**src/rtl/audio_adc_receiver.sv**
```systemverilog
// ---------------------------------------------------------------------------
// audio_adc_receiver
//
// Capture side of the codec serial audio link. AUD_BCK, AUD_LRCK and
// AUD_ADCDAT are oversampled in the iCLK domain and each I2S (or
// left-justified) frame becomes one left/right sample pair. The pair sits in
// a one-deep output register with a valid/ready handshake and a sticky
// overrun flag.
//
// Handshake: a pair moves downstream in every cycle where oValid and iReady
// are both high. oValid stays high, and oL/oR stay unchanged, until that
// happens. The one exception is a new pair arriving while oValid & ~iReady:
// it overwrites the held pair and sets oOverrun.
//
// Ports
//   iCLK        system clock (at least 8x the BCK rate)
//   iRST        synchronous active-high reset
//   AUD_BCK     codec bit clock (asynchronous)
//   AUD_LRCK    codec ADC LR clock (asynchronous), low = left, high = right
//   AUD_ADCDAT  codec ADC serial data (asynchronous), MSB first
//   iReady      downstream accepts the pair when high together with oValid
//   iClrOvr     clears oOverrun (a coincident overrun wins)
//   oL, oR      left/right samples, two's complement
//   oValid      a pair is available
//   oOverrun    sticky: an unaccepted pair was overwritten
//   oFrameCnt   completed pairs since reset, wraps 65535 -> 0
// ---------------------------------------------------------------------------
module audio_adc_receiver #(
    parameter int DATA_WIDTH = 16,
    parameter int I2S_DELAY  = 1
) (
    input  logic                  iCLK,
    input  logic                  iRST,
    input  logic                  AUD_BCK,
    input  logic                  AUD_LRCK,
    input  logic                  AUD_ADCDAT,
    input  logic                  iReady,
    input  logic                  iClrOvr,
    output logic [DATA_WIDTH-1:0] oL,
    output logic [DATA_WIDTH-1:0] oR,
    output logic                  oValid,
    output logic                  oOverrun,
    output logic [15:0]           oFrameCnt
);

    localparam logic [5:0] DLY = 6'(I2S_DELAY);
    localparam logic [5:0] WID = 6'(DATA_WIDTH);
    localparam logic [DATA_WIDTH-1:0] MSB_ONLY = {1'b1, {(DATA_WIDTH-1){1'b0}}};

    // Synchronizers (s1 -> s2) plus one history stage for edge detection.
    logic bck_s1, bck_s2, bck_hist;
    logic lr_s1, lr_s2, lr_hist;
    logic dat_s1, dat_s2;

    logic                  armed;
    logic                  have_l;
    logic [5:0]            bitcnt;
    logic [DATA_WIDTH-1:0] shreg;
    logic [DATA_WIDTH-1:0] hold_l;

    logic                  bck_rise;
    logic                  lr_edge;
    logic                  load_pair;
    logic [5:0]            word_idx;
    logic                  in_word;
    logic [DATA_WIDTH-1:0] bit_mask;

    assign bck_rise  = bck_s2 & ~bck_hist;
    assign lr_edge   = lr_s2 ^ lr_hist;
    // lr_hist is the channel that just ended: high means the right word.
    assign load_pair = lr_edge & lr_hist & have_l;

    assign word_idx  = bitcnt - DLY;
    assign in_word   = (bitcnt >= DLY) && (word_idx < WID);

    // One-hot select of the shreg bit that the current BCK rise writes.
    always_comb begin
        bit_mask = '0;
        for (int i = 0; i < DATA_WIDTH; i++) begin
            if (in_word && (word_idx == 6'(DATA_WIDTH - 1 - i))) begin
                bit_mask[i] = 1'b1;
            end
        end
    end

    always_ff @(posedge iCLK) begin
        if (iRST) begin
            bck_s1    <= 1'b0;
            bck_s2    <= 1'b0;
            bck_hist  <= 1'b0;
            lr_s1     <= 1'b0;
            lr_s2     <= 1'b0;
            lr_hist   <= 1'b0;
            dat_s1    <= 1'b0;
            dat_s2    <= 1'b0;
            armed     <= 1'b0;
            have_l    <= 1'b0;
            bitcnt    <= '0;
            shreg     <= '0;
            hold_l    <= '0;
            oL        <= '0;
            oR        <= '0;
            oValid    <= 1'b0;
            oOverrun  <= 1'b0;
            oFrameCnt <= '0;
        end else begin
            bck_s1   <= AUD_BCK;
            bck_s2   <= bck_s1;
            bck_hist <= bck_s2;
            lr_s1    <= AUD_LRCK;
            lr_s2    <= lr_s1;
            lr_hist  <= lr_s2;
            dat_s1   <= AUD_ADCDAT;
            dat_s2   <= dat_s1;

            if (lr_edge) begin
                // Word boundary: commit the finished word from the old shreg.
                if (!lr_hist) begin
                    if (armed) begin
                        hold_l <= shreg;
                        have_l <= 1'b1;
                    end
                end else if (have_l) begin
                    have_l <= 1'b0;
                end
                // Anything captured before the first boundary is partial.
                armed <= 1'b1;
                // A BCK rise in the same cycle is bit 0 of the new word.
                if (bck_rise) begin
                    bitcnt <= 6'd1;
                    shreg  <= (I2S_DELAY == 0 && dat_s2) ? MSB_ONLY : '0;
                end else begin
                    bitcnt <= 6'd0;
                    shreg  <= '0;
                end
            end else if (bck_rise) begin
                if (bitcnt != 6'd63) begin
                    bitcnt <= bitcnt + 6'd1;
                end
                shreg <= (shreg & ~bit_mask) | (bit_mask & {DATA_WIDTH{dat_s2}});
            end

            if (load_pair) begin
                oL        <= hold_l;
                oR        <= shreg;
                oValid    <= 1'b1;
                oFrameCnt <= oFrameCnt + 16'd1;
            end else if (oValid && iReady) begin
                oValid <= 1'b0;
            end

            if (load_pair && oValid && !iReady) begin
                oOverrun <= 1'b1;
            end else if (iClrOvr) begin
                oOverrun <= 1'b0;
            end
        end
    end

endmodule
```
**config.mk**
```make
export PLATFORM = sky130hd
export DESIGN_NAME = audio_adc_receiver
export DESIGN_NICKNAME = d
export VERILOG_FILES = /design/src/rtl/audio_adc_receiver.sv
export SDC_FILE = /design/constraint.sdc
export NUM_CORES = 1
export LEC_CHECK = 0
export CORE_UTILIZATION = 45
export DETAILED_ROUTE_END_ITERATION = 10
export PLACE_DENSITY_LB_ADDON = 0.2
export SLEW_MARGIN = 10
export SYNTH_ARGS = -nofsm -noshare
export SYNTH_HDL_FRONTEND = slang
export SYNTH_SLANG_ARGS = --single-unit
```
**constraint.sdc**
```tcl
create_clock -name iCLK -period 2.4 [get_ports iCLK]
set_input_delay 0.6 -clock iCLK [delete_from_list [all_inputs] [get_ports iCLK]]
set_output_delay 0.6 -clock iCLK [all_outputs]
set_load 0.005 [all_outputs]
```
==> flow_summary.json, run 1 <==
{
  "cp_slowest_cell": "dfxtp_1",
  "coreArea_mm2": 0.00868,
  "max_freq_mhz": 483,
  "gr-usage-met3_pct": 4.15,
  "maxSlewViolCount": 0,
  "ys.warnings.count": 0,
  "n_antenna_cell": 0,
  "top_usage_layer": "met2",
  "syn_avg_cell_area_um2": 8.51,
  "yosysUniqueCellTypes": 45,
  "final_antenna_net_count": 0,
  "fp.dieW_um": 96.4,
  "crit_path_end_kind": "flip-flop",
  "multi_input_area_mm2": 0.00191,
  "htreeDepth": 3,
  "drc": 0,
  "grt_util_met1_pct": 27.4,
  "clk_latency_ns": 0.37,
  "crit_path_start_kind": "flip-flop",
  "cp.required_ns": 2.69,
  "worst-r2r-cell-count": 7,
  "fin_crit_sh_pct": 86.4,
  "hp-class": "reg2reg",
  "peakVddDrop_v": 0.000269,
  "die_h_um": 96.4,
  "criticalPathCategory": "reg2reg",
  "rows": 34,
  "dieArea_mm2": 0.00929,
  "synth_area_mm2": 0.00401,
  "path_cells": "inv_1 > ha_1 > buf_4 > and3b_1 > a31oi_1 > o41ai_1 > a21oi_1",
  "ys_top_cells_by_area": "dfxtp_1 (49%), nand2_1 (11%), a21oi_1 (7.5%), mux2i_1 (3.2%), ha_1 (2.5%)",
  "drt_iter0_drc": 105,
  "syn_inst": 471,
  "crit_cells": 7,
  "skew_ns": 0.0108,
  "finalNetCount": 534,
  "crit_fanout": 10,
  "synth_nets": 486,
  "finalSetupViolCount": 0,
  "p_leak_nw": 1.70,
  "first_pass_iters": 4,
  "period_needed_ns": 2.07,
  "grt_util_met2_pct": 29.6,
  "start_util_pct": 46.2,
  "numCtsBuffers": 9,
  "yosys.area.top_type": "dfxtp_1",
  "p_per_area_mw_per_mm2": 594,
  "hold-worst-slack_ns": 0.446,
  "finalHoldViolations": 0,
  "postCtsSetupBuffers": 0,
  "track_usage_pct": 19.4,
  "synth_top_area_share_pct": 48.9,
  "place.port_buffers": 56,
  "relSlewSlack_pct": 52.8,
  "via_count": 3312,
  "synth-edff-count": 0,
  "arrival_ns": 2.36,
  "routed_wl_um": 8570,
  "instances_no_fill": 632,
  "drv_cap": 0,
  "ys.flop_type": "dfxtp_1",
  "outcome": "finished clean",
  "yosys_register_bits": 98,
  "cts_tree": "built",
  "root_buffer": "clkbuf_8",
  "post_drt_wl_per_cell_um": 13.6,
  "via_per_inst": 5.24,
  "top_level_ports": 57,
  "crit_buf_inv": 2,
  "finalSetupTns_ns": 0,
  "ys_async_sr_fraction_pct": 0,
  "crit_family": "compound AO/OA/AOI/OAI gates",
  "tightestPinTransition_ns": 0.706,
  "gr-total-overflow": 0,
  "dp.cells": 616,
  "ff_latch_area_mm2": 0.00196,
  "path_clk_slew_ns": 0.09,
  "areaGrowthSynthToFinish_pct": 22.1,
  "nFillCells": 806,
  "clock-sinks": 98,
  "clockBufferDepth": 2,
  "routabilityCongestion": 0.859,
  "grt_pass1_vias": 2856,
  "seq_area_frac_synth_pct": 48.9,
  "drive_above_1_share_pct": 6.11,
  "grt_pass1_wl_um": 13800,
  "place_hpwl_um": 6000,
  "hold_depth": 1,
  "grt_max_degree": 54,
  "grt_setup_unrepaired": "no",
  "antenna_found_initial": 0,
  "max_stage_delay_ns": 0.52
}
## worst register-to-register path, cell delays in order (launching register included)
cell and delay, ns:
dfxtp_1 0.52, inv_1 0.15, ha_1 0.23, buf_4 0.17
and3b_1 0.16, a31oi_1 0.45, o41ai_1 0.14, a21oi_1 0.18
## Yosys cell counts (all sizes together) (2+ instances only)
cell type / number
or3: 4
dfxtp: 98
nand2b: 3
nand3: 9
nor3b: 2
nand4: 5
nand4b: 7
xor2: 4
nor2b: 13
ha: 8
buf: 7
nor4b: 2
nand2: 121
clkbuf: 22
and2: 6
nor3: 3
a2111oi: 2
o211ai: 10
o41ai: 3
xnor2: 8
mux2: 3
nor4: 5
nor2: 23
mux2i: 13
a21oi: 60
o21ai: 6
inv: 9
## placed cells by master (no fill, tap or decap), types with 2 or more instances in the layout
cell type	n
nand2b_1	3
mux2_1	3
a2111oi_4	2
inv_1	9
dfxtp_1	98
nor3_1	3
ha_1	8
clkbuf_8	9
clkdlybuf4s50_1	55
nor4b_1	2
nand2_1	121
clkinvlp_4	2
clkinv_4	2
or3_1	4
o41ai_1	3
buf_4	10
o21ai_0	5
o211ai_1	10
xnor2_1	7
mux2i_1	13
nor2_1	23
bufinv_16	2
nand3_1	9
nor4_1	5
nor2b_1	13
nor3b_1	2
a21oi_1	60
nand4b_1	7
and2_1	6
nand4_1	5
xor2_1	4
## area by class of cell
type / count / share of cell area [%]
inverters: 9 / 0.690
clock inverters: 7 / 2.07
repair buffers: 66 / 12.9
clock buffers: 9 / 2.53
multi-input cells: 335 / 39.0
flip-flops and latches: 98 / 40.1
well taps: 108 / 2.76
## cells by family after synthesis
kind of cell / after synthesis / share of synthesized area [%]
AND/OR/NAND/NOR: 207 / 23.9
flip-flops: 98 / 48.9
AO/OA/AOI/OAI: 92 / 14.3
buffers and inverters: 38 / 3.68
multiplexers: 16 / 4.09
XOR/XNOR: 12 / 2.62
adder cells (fa/ha/maj): 8 / 2.50
## final timing paths
path	start	to	slack (ns)
max	bitcnt[0]$_SDFFE_PP0P_	flip-flop	0.33
min	lr_s1$_SDFF_PP0_	lr_s2$_SDFF_PP0_	0.45
min reg2reg	lr_s1$_SDFF_PP0_	lr_s2$_SDFF_PP0_	0.45
max reg2reg	bitcnt[0]$_SDFFE_PP0P_	flip-flop	0.33
## metrics by stage
step | worst slack [ns] | power (mW) | area, um2 | util, %
after floorplan | 0.398 | 1.74 | 4010 | -
after global placement | 0.138 | 1.77 | 4660 | 53.7
after detailed placement | 0.0324 | 1.77 | 4660 | 53.7
after CTS | 0.0225 | 2.93 | 4890 | 56.3
after global routing | 0.126 | 3.02 | 4890 | 56.4
final | 0.328 | 2.91 | 4890 | 56.4
## power by group
group / internal (mW) / switching [mW]
Clock: 0.594 / 0.582
Combinational: 0.0306 / 0.0625
Sequential: 1.63 / 0.00574
## repair_timing
action | CTS | global route
gates resized for setup | 0 | 1
setup endpoints to repair | 0 | 12
endpoints found under the hold margin | 0 | 0
hold buffers | 0 | 0
## routing by layer
metal / wire length (um) / vias to the layer above
li1: - / 1691
met1: 4220 / 1554
met2: 3900 / 59
met3: 358 / 8
met4: 90 / 0
met5: 0 / -
Note: power is estimated with default switching activity, not from simulation.
==> run 2: changes to the inputs <==
CORE_UTILIZATION = 35   (was 45)
==> run 2 against run 1 <==
  * First-iteration DRC count rose by 43%
  * Utilization down 11 points
  * Critical path depth is 1 lower
  * Clock power is 20% higher
  * Worst setup slack got worse by 0.021 ns
  * Sequential share of layout area shrank 1.1 points
  * Combinational power increased by 2.6%
  * Non-clock buffer count up 2
  * Global-route usage shrank 3.7 points
  * Hold slack barely moved
  * Critical path type unchanged
  * Largest cell class unchanged
  * Largest power group unchanged
  * Highest routed layer unchanged
==> flow_summary.json, run 2 (synthesis gave the netlist of run 1 again) <==
{
  "outcome": "finished clean",
  "fin_crit_sh_pct": 87.2,
  "finalWorstSetupSlack_ns": 0.307,
  "dieArea_mm2": 0.0119,
  "first_pass_iters": 4,
  "grt_pass1_wl_um": 14600,
  "htreeDepth": 3,
  "crit_path_start_kind": "flip-flop",
  "root_buffer": "clkbuf_16",
  "maxSlewViolCount": 0,
  "clockBufferDepth": 2,
  "p_per_area_mw_per_mm2": 626,
  "placed_cell_area_mm2": 0.00473,
  "hold-worst-slack_ns": 0.445,
  "path_cells": "inv_1 > ha_1 > nor3b_1 > xnor2_2 > o211ai_1 > mux2i_1",
  "drc": 0,
  "place.port_buffers": 56,
  "clock-sinks": 98,
  "rows": 38,
  "via_count": 3295,
  "path_clk_slew_ns": 0.07,
  "arrival_ns": 2.30,
  "p_leak_nw": 1.76,
  "worst-r2r-cell-count": 6,
  "crit_family": "flip-flops",
  "relSlewSlack_pct": 58.8,
  "drt_iter0_drc": 150,
  "finalSetupTns_ns": 0,
  "numCtsBuffers": 9,
  "grt_setup_unrepaired": "no",
  "n_antenna_cell": 0,
  "coreArea_mm2": 0.0110,
  "cp.required_ns": 2.61,
  "track_usage_pct": 15.7,
  "clk_latency_ns": 0.35,
  "place_hpwl_um": 5930,
  "crit_buf_inv": 1,
  "max_freq_mhz": 478,
  "hold_depth": 2,
  "layout_common_cells": "nand2_1 (121), dfxtp_1 (98), a21oi_1 (60)",
  "finalHoldViolations": 0,
  "criticalPathCategory": "reg2reg",
  "final_antenna_net_count": 0,
  "tightestPinTransition_ns": 0.615,
  "max_stage_delay_ns": 0.51,
  "post_drt_wl_per_cell_um": 13.1,
  "skew_ns": 0.00807,
  "start_util_pct": 36.5,
  "crit_cells": 6,
  "finalPower_mw": 3.15,
  "grt_max_degree": 62,
  "finalNetCount": 536,
  "grt_pass1_vias": 2999,
  "via_per_inst": 4.95,
  "finalSetupViolCount": 0,
  "pre_cts_ws_ns": 0.0173,
  "die_h_um": 109,
  "crit_path_end_kind": "flip-flop",
  "cp_slowest_cell": "dfxtp_1",
  "hp-class": "reg2reg",
  "drive_above_1_share_pct": 6.46,
  "drv_cap": 0,
  "gr-total-overflow": 0,
  "final_common_cell": "nand2_1",
  "areaGrowthSynthToFinish_pct": 25.5,
  "fin_area_mm2": 0.00503,
  "crit_fanout": 12,
  "cts_tree": "built",
  "peakVddDrop_v": 0.000279,
  "period_needed_ns": 2.09,
  "fp.dieW_um": 109,
  "top_level_ports": 57,
  "antenna_found_initial": 0,
  "routed_wl_um": 8740,
  "routabilityCongestion": 0.800
}
run 2: cell count changes in the layout (fill, tap and decap cells not counted):
cell	change
clkinvlp_4	-2
clkbuf_16	+9
buf_4	+1
clkinv_4	+1
bufinv_16	-2
clkbuf_8	-8
buf_12	+1
inv_8	+2
run 2: area by class of cell:
| type | instances | area [um2] |
|---|---|---|
| flip-flops and latches | 98 | 1960 |
| well taps | 140 | 175 |
| clock buffers | 10 | 239 |
| clock inverters | 6 | 57.6 |
| inverters | 9 | 33.8 |
| repair buffers | 68 | 658 |
| fillers | 1094 | 5950 |
| multi-input cells | 335 | 1910 |
run 2: path summary, 6_finish.rpt:
path	start	end	slack [ns]
max	bitcnt[0]$_SDFFE_PP0P_	flip-flop	0.31
min	lr_s2$_SDFF_PP0_	lr_hist$_SDFF_PP0_	0.45
max reg2reg	bitcnt[0]$_SDFFE_PP0P_	flip-flop	0.31
min reg2reg	lr_s2$_SDFF_PP0_	lr_hist$_SDFF_PP0_	0.45
run 2: worst register-to-register path, cell delays in order, from the launching register on:
cell and delay, ns:
dfxtp_1 0.51, inv_1 0.15, ha_1 0.23, nor3b_1 0.18, xnor2_2 0.52, o211ai_1 0.22, mux2i_1 0.16
run 2: repair_timing:
action | in CTS | in global routing
hold buffers | 0 | 0
buffers inserted | 0 | 0
gates resized for setup | 1 | 0
endpoints found under the setup margin | 9 | 0
run 2: report_power, final:
part | internal [mW] | leakage, nW | total [mW] | switching (mW)
Combinational | 0.0319 | 0.823 | 0.0955 | 0.0637
Sequential | 1.63 | 0.791 | 1.64 | 0.00549
Clock | 0.755 | 0.147 | 1.42 | 0.664
run 2: per-stage QoR:
stage / utilization [%] / instances
finish: 45.8 / 666
global route: 45.8 / 666
floorplan: - / 471
CTS: 45.8 / 666
global placement: 43.1 / 650
detailed placement: 43.1 / 650
run 2: layer usage:
metal	global-route usage (%)	vias up	share of wire [%]
li1	-	1703	-
met1	21.9	1519	50
met2	23.3	62	44
met3	3.53	11	3.9
met4	6.18	0	1.5
met5	0	-	0
==> run 3: changes to the inputs <==
CORE_MARGIN = 2   (was default)
clock period = 2.35 ns   (was 2.4 ns; I/O delays follow)
==> run 3 against run 2 <==
  * Hold slack worse by 0.0067 ns
  * Sequential share of layout area up 0.14 points
  * Die area rose by 3.7%
==> flow_summary.json, run 3 (synthesis gave the netlist of run 1 again) <==
{
  "outcome": "finished clean",
  "nFillCells": 1171,
  "drv_cap": 0,
  "maxSlewViolCount": 0,
  "finalSetupTns_ns": 0,
  "gr-total-overflow": 0,
  "cp.required_ns": 2.56,
  "n_antenna_cell": 0,
  "hold-worst-slack_ns": 0.439,
  "tightestPinTransition_ns": 0.895,
  "p_per_area_mw_per_mm2": 629,
  "drc": 0,
  "via_count": 3344,
  "routabilityCongestion": 0.789,
  "place_hpwl_um": 6310,
  "final_common_cell": "nand2_1",
  "clk_latency_ns": 0.34,
  "rows": 39,
  "peakVddDrop_v": 0.000264,
  "final_antenna_net_count": 0,
  "die_h_um": 111,
  "top_level_ports": 57,
  "hp-class": "reg2reg",
  "via_per_inst": 4.99,
  "finalPower_mw": 3.15,
  "start_util_pct": 35.4,
  "period_needed_ns": 2.05,
  "coreArea_mm2": 0.0113,
  "grt_setup_unrepaired": "no",
  "cts_resized": 0,
  "clock-sinks": 98,
  "finalSetupViolCount": 0,
  "dieArea_mm2": 0.0123,
  "criticalPathCategory": "reg2reg",
  "drive_above_1_share_pct": 6.45,
  "crit_fanout": 12,
  "p_leak_nw": 1.75,
  "post_drt_wl_per_cell_um": 13.6,
  "relSlewSlack_pct": 39.9,
  "grt_pass1_wl_um": 15100,
  "crit_path_start_kind": "flip-flop",
  "grt_max_degree": 46,
  "clockBufferDepth": 2,
  "place.port_buffers": 56,
  "fin_crit_sh_pct": 87.1,
  "first_pass_iters": 4,
  "holdBufCountCts": 0,
  "fp.dieW_um": 111,
  "routed_wl_um": 9100,
  "postCtsSetupBuffers": 0,
  "drt_iter0_drc": 148,
  "areaGrowthSynthToFinish_pct": 25.1,
  "antenna_found_initial": 0,
  "htreeDepth": 3,
  "root_buffer": "clkbuf_16",
  "skew_ns": 0.00792,
  "path_clk_slew_ns": 0.07,
  "finalHoldViolations": 0,
  "crit_path_end_kind": "flip-flop",
  "arrival_ns": 2.26,
  "multi_input_area_mm2": 0.00190,
  "max_freq_mhz": 489,
  "finalNetCount": 538,
  "grt_pass1_vias": 3102,
  "track_usage_pct": 14.9,
  "numCtsBuffers": 9,
  "cts_tree": "built",
  "ff_latch_area_mm2": 0.00196,
  "layout_common_cells": "nand2_1 (121), dfxtp_1 (98), a21oi_1 (60)"
}
run 3: area by class of cell:
class / count / share of cell area (%)
clock buffer: 11 / 5.04
clock inverter: 4 / 0.549
inverter: 9 / 0.673
multi-input combinational: 335 / 37.9
sequential: 98 / 39.1
tap: 143 / 3.57
timing repair buffer: 70 / 13.2
run 3: worst paths after layout:
path	from	endpoint	slack, ns	cells past startpoint
worst max-delay path	bitcnt[0]$_SDFFE_PP0P_	flip-flop	0.30	6
worst max register to register	bitcnt[0]$_SDFFE_PP0P_	flip-flop	0.30	6
worst min register to register	bck_s1$_SDFF_PP0_	bck_s2$_SDFF_PP0_	0.44	1
worst min-delay path	bck_s1$_SDFF_PP0_	bck_s2$_SDFF_PP0_	0.44	1
run 3: metal layers:
metal	track usage, %	routed length [um]	vias up
met2	22.8	4010	57
met4	4.94	127	0
met1	20.6	4600	1578
met5	0	0	-
met3	3.77	354	7
li1	-	-	1702
run 3: report_power, final:
part           total [mW]  switching, mW  leakage (nW)  internal (mW)
registers            1.67        0.00374         0.791           1.67
logic              0.0997         0.0668         0.818         0.0328
clock network        1.38          0.613         0.141          0.769
total                3.15          0.684          1.75           2.47
run 3: per-stage QoR:
stage | cell area (um2) | util, % | std cells | setup WS (ns)
2_1_floorplan | 4010 | - | 471 | 0.348
3_3_place_gp | 4740 | 41.8 | 655 | 0.354
3_5_place_dp | 4740 | 41.8 | 655 | 0.322
4_1_cts | 5020 | 44.3 | 670 | 0.301
5_1_grt | 5020 | 44.3 | 670 | 0.0929
6_report | 5020 | 44.3 | 670 | 0.303
run 3: worst max-delay path, cell delays in order, from the launching register on:
cell      delay [ns]
dfxtp_1         0.33
inv_1           0.09
ha_1            0.21
nor3b_1         0.16
xnor2_1         0.72
o211ai_1        0.23
mux2i_1         0.18
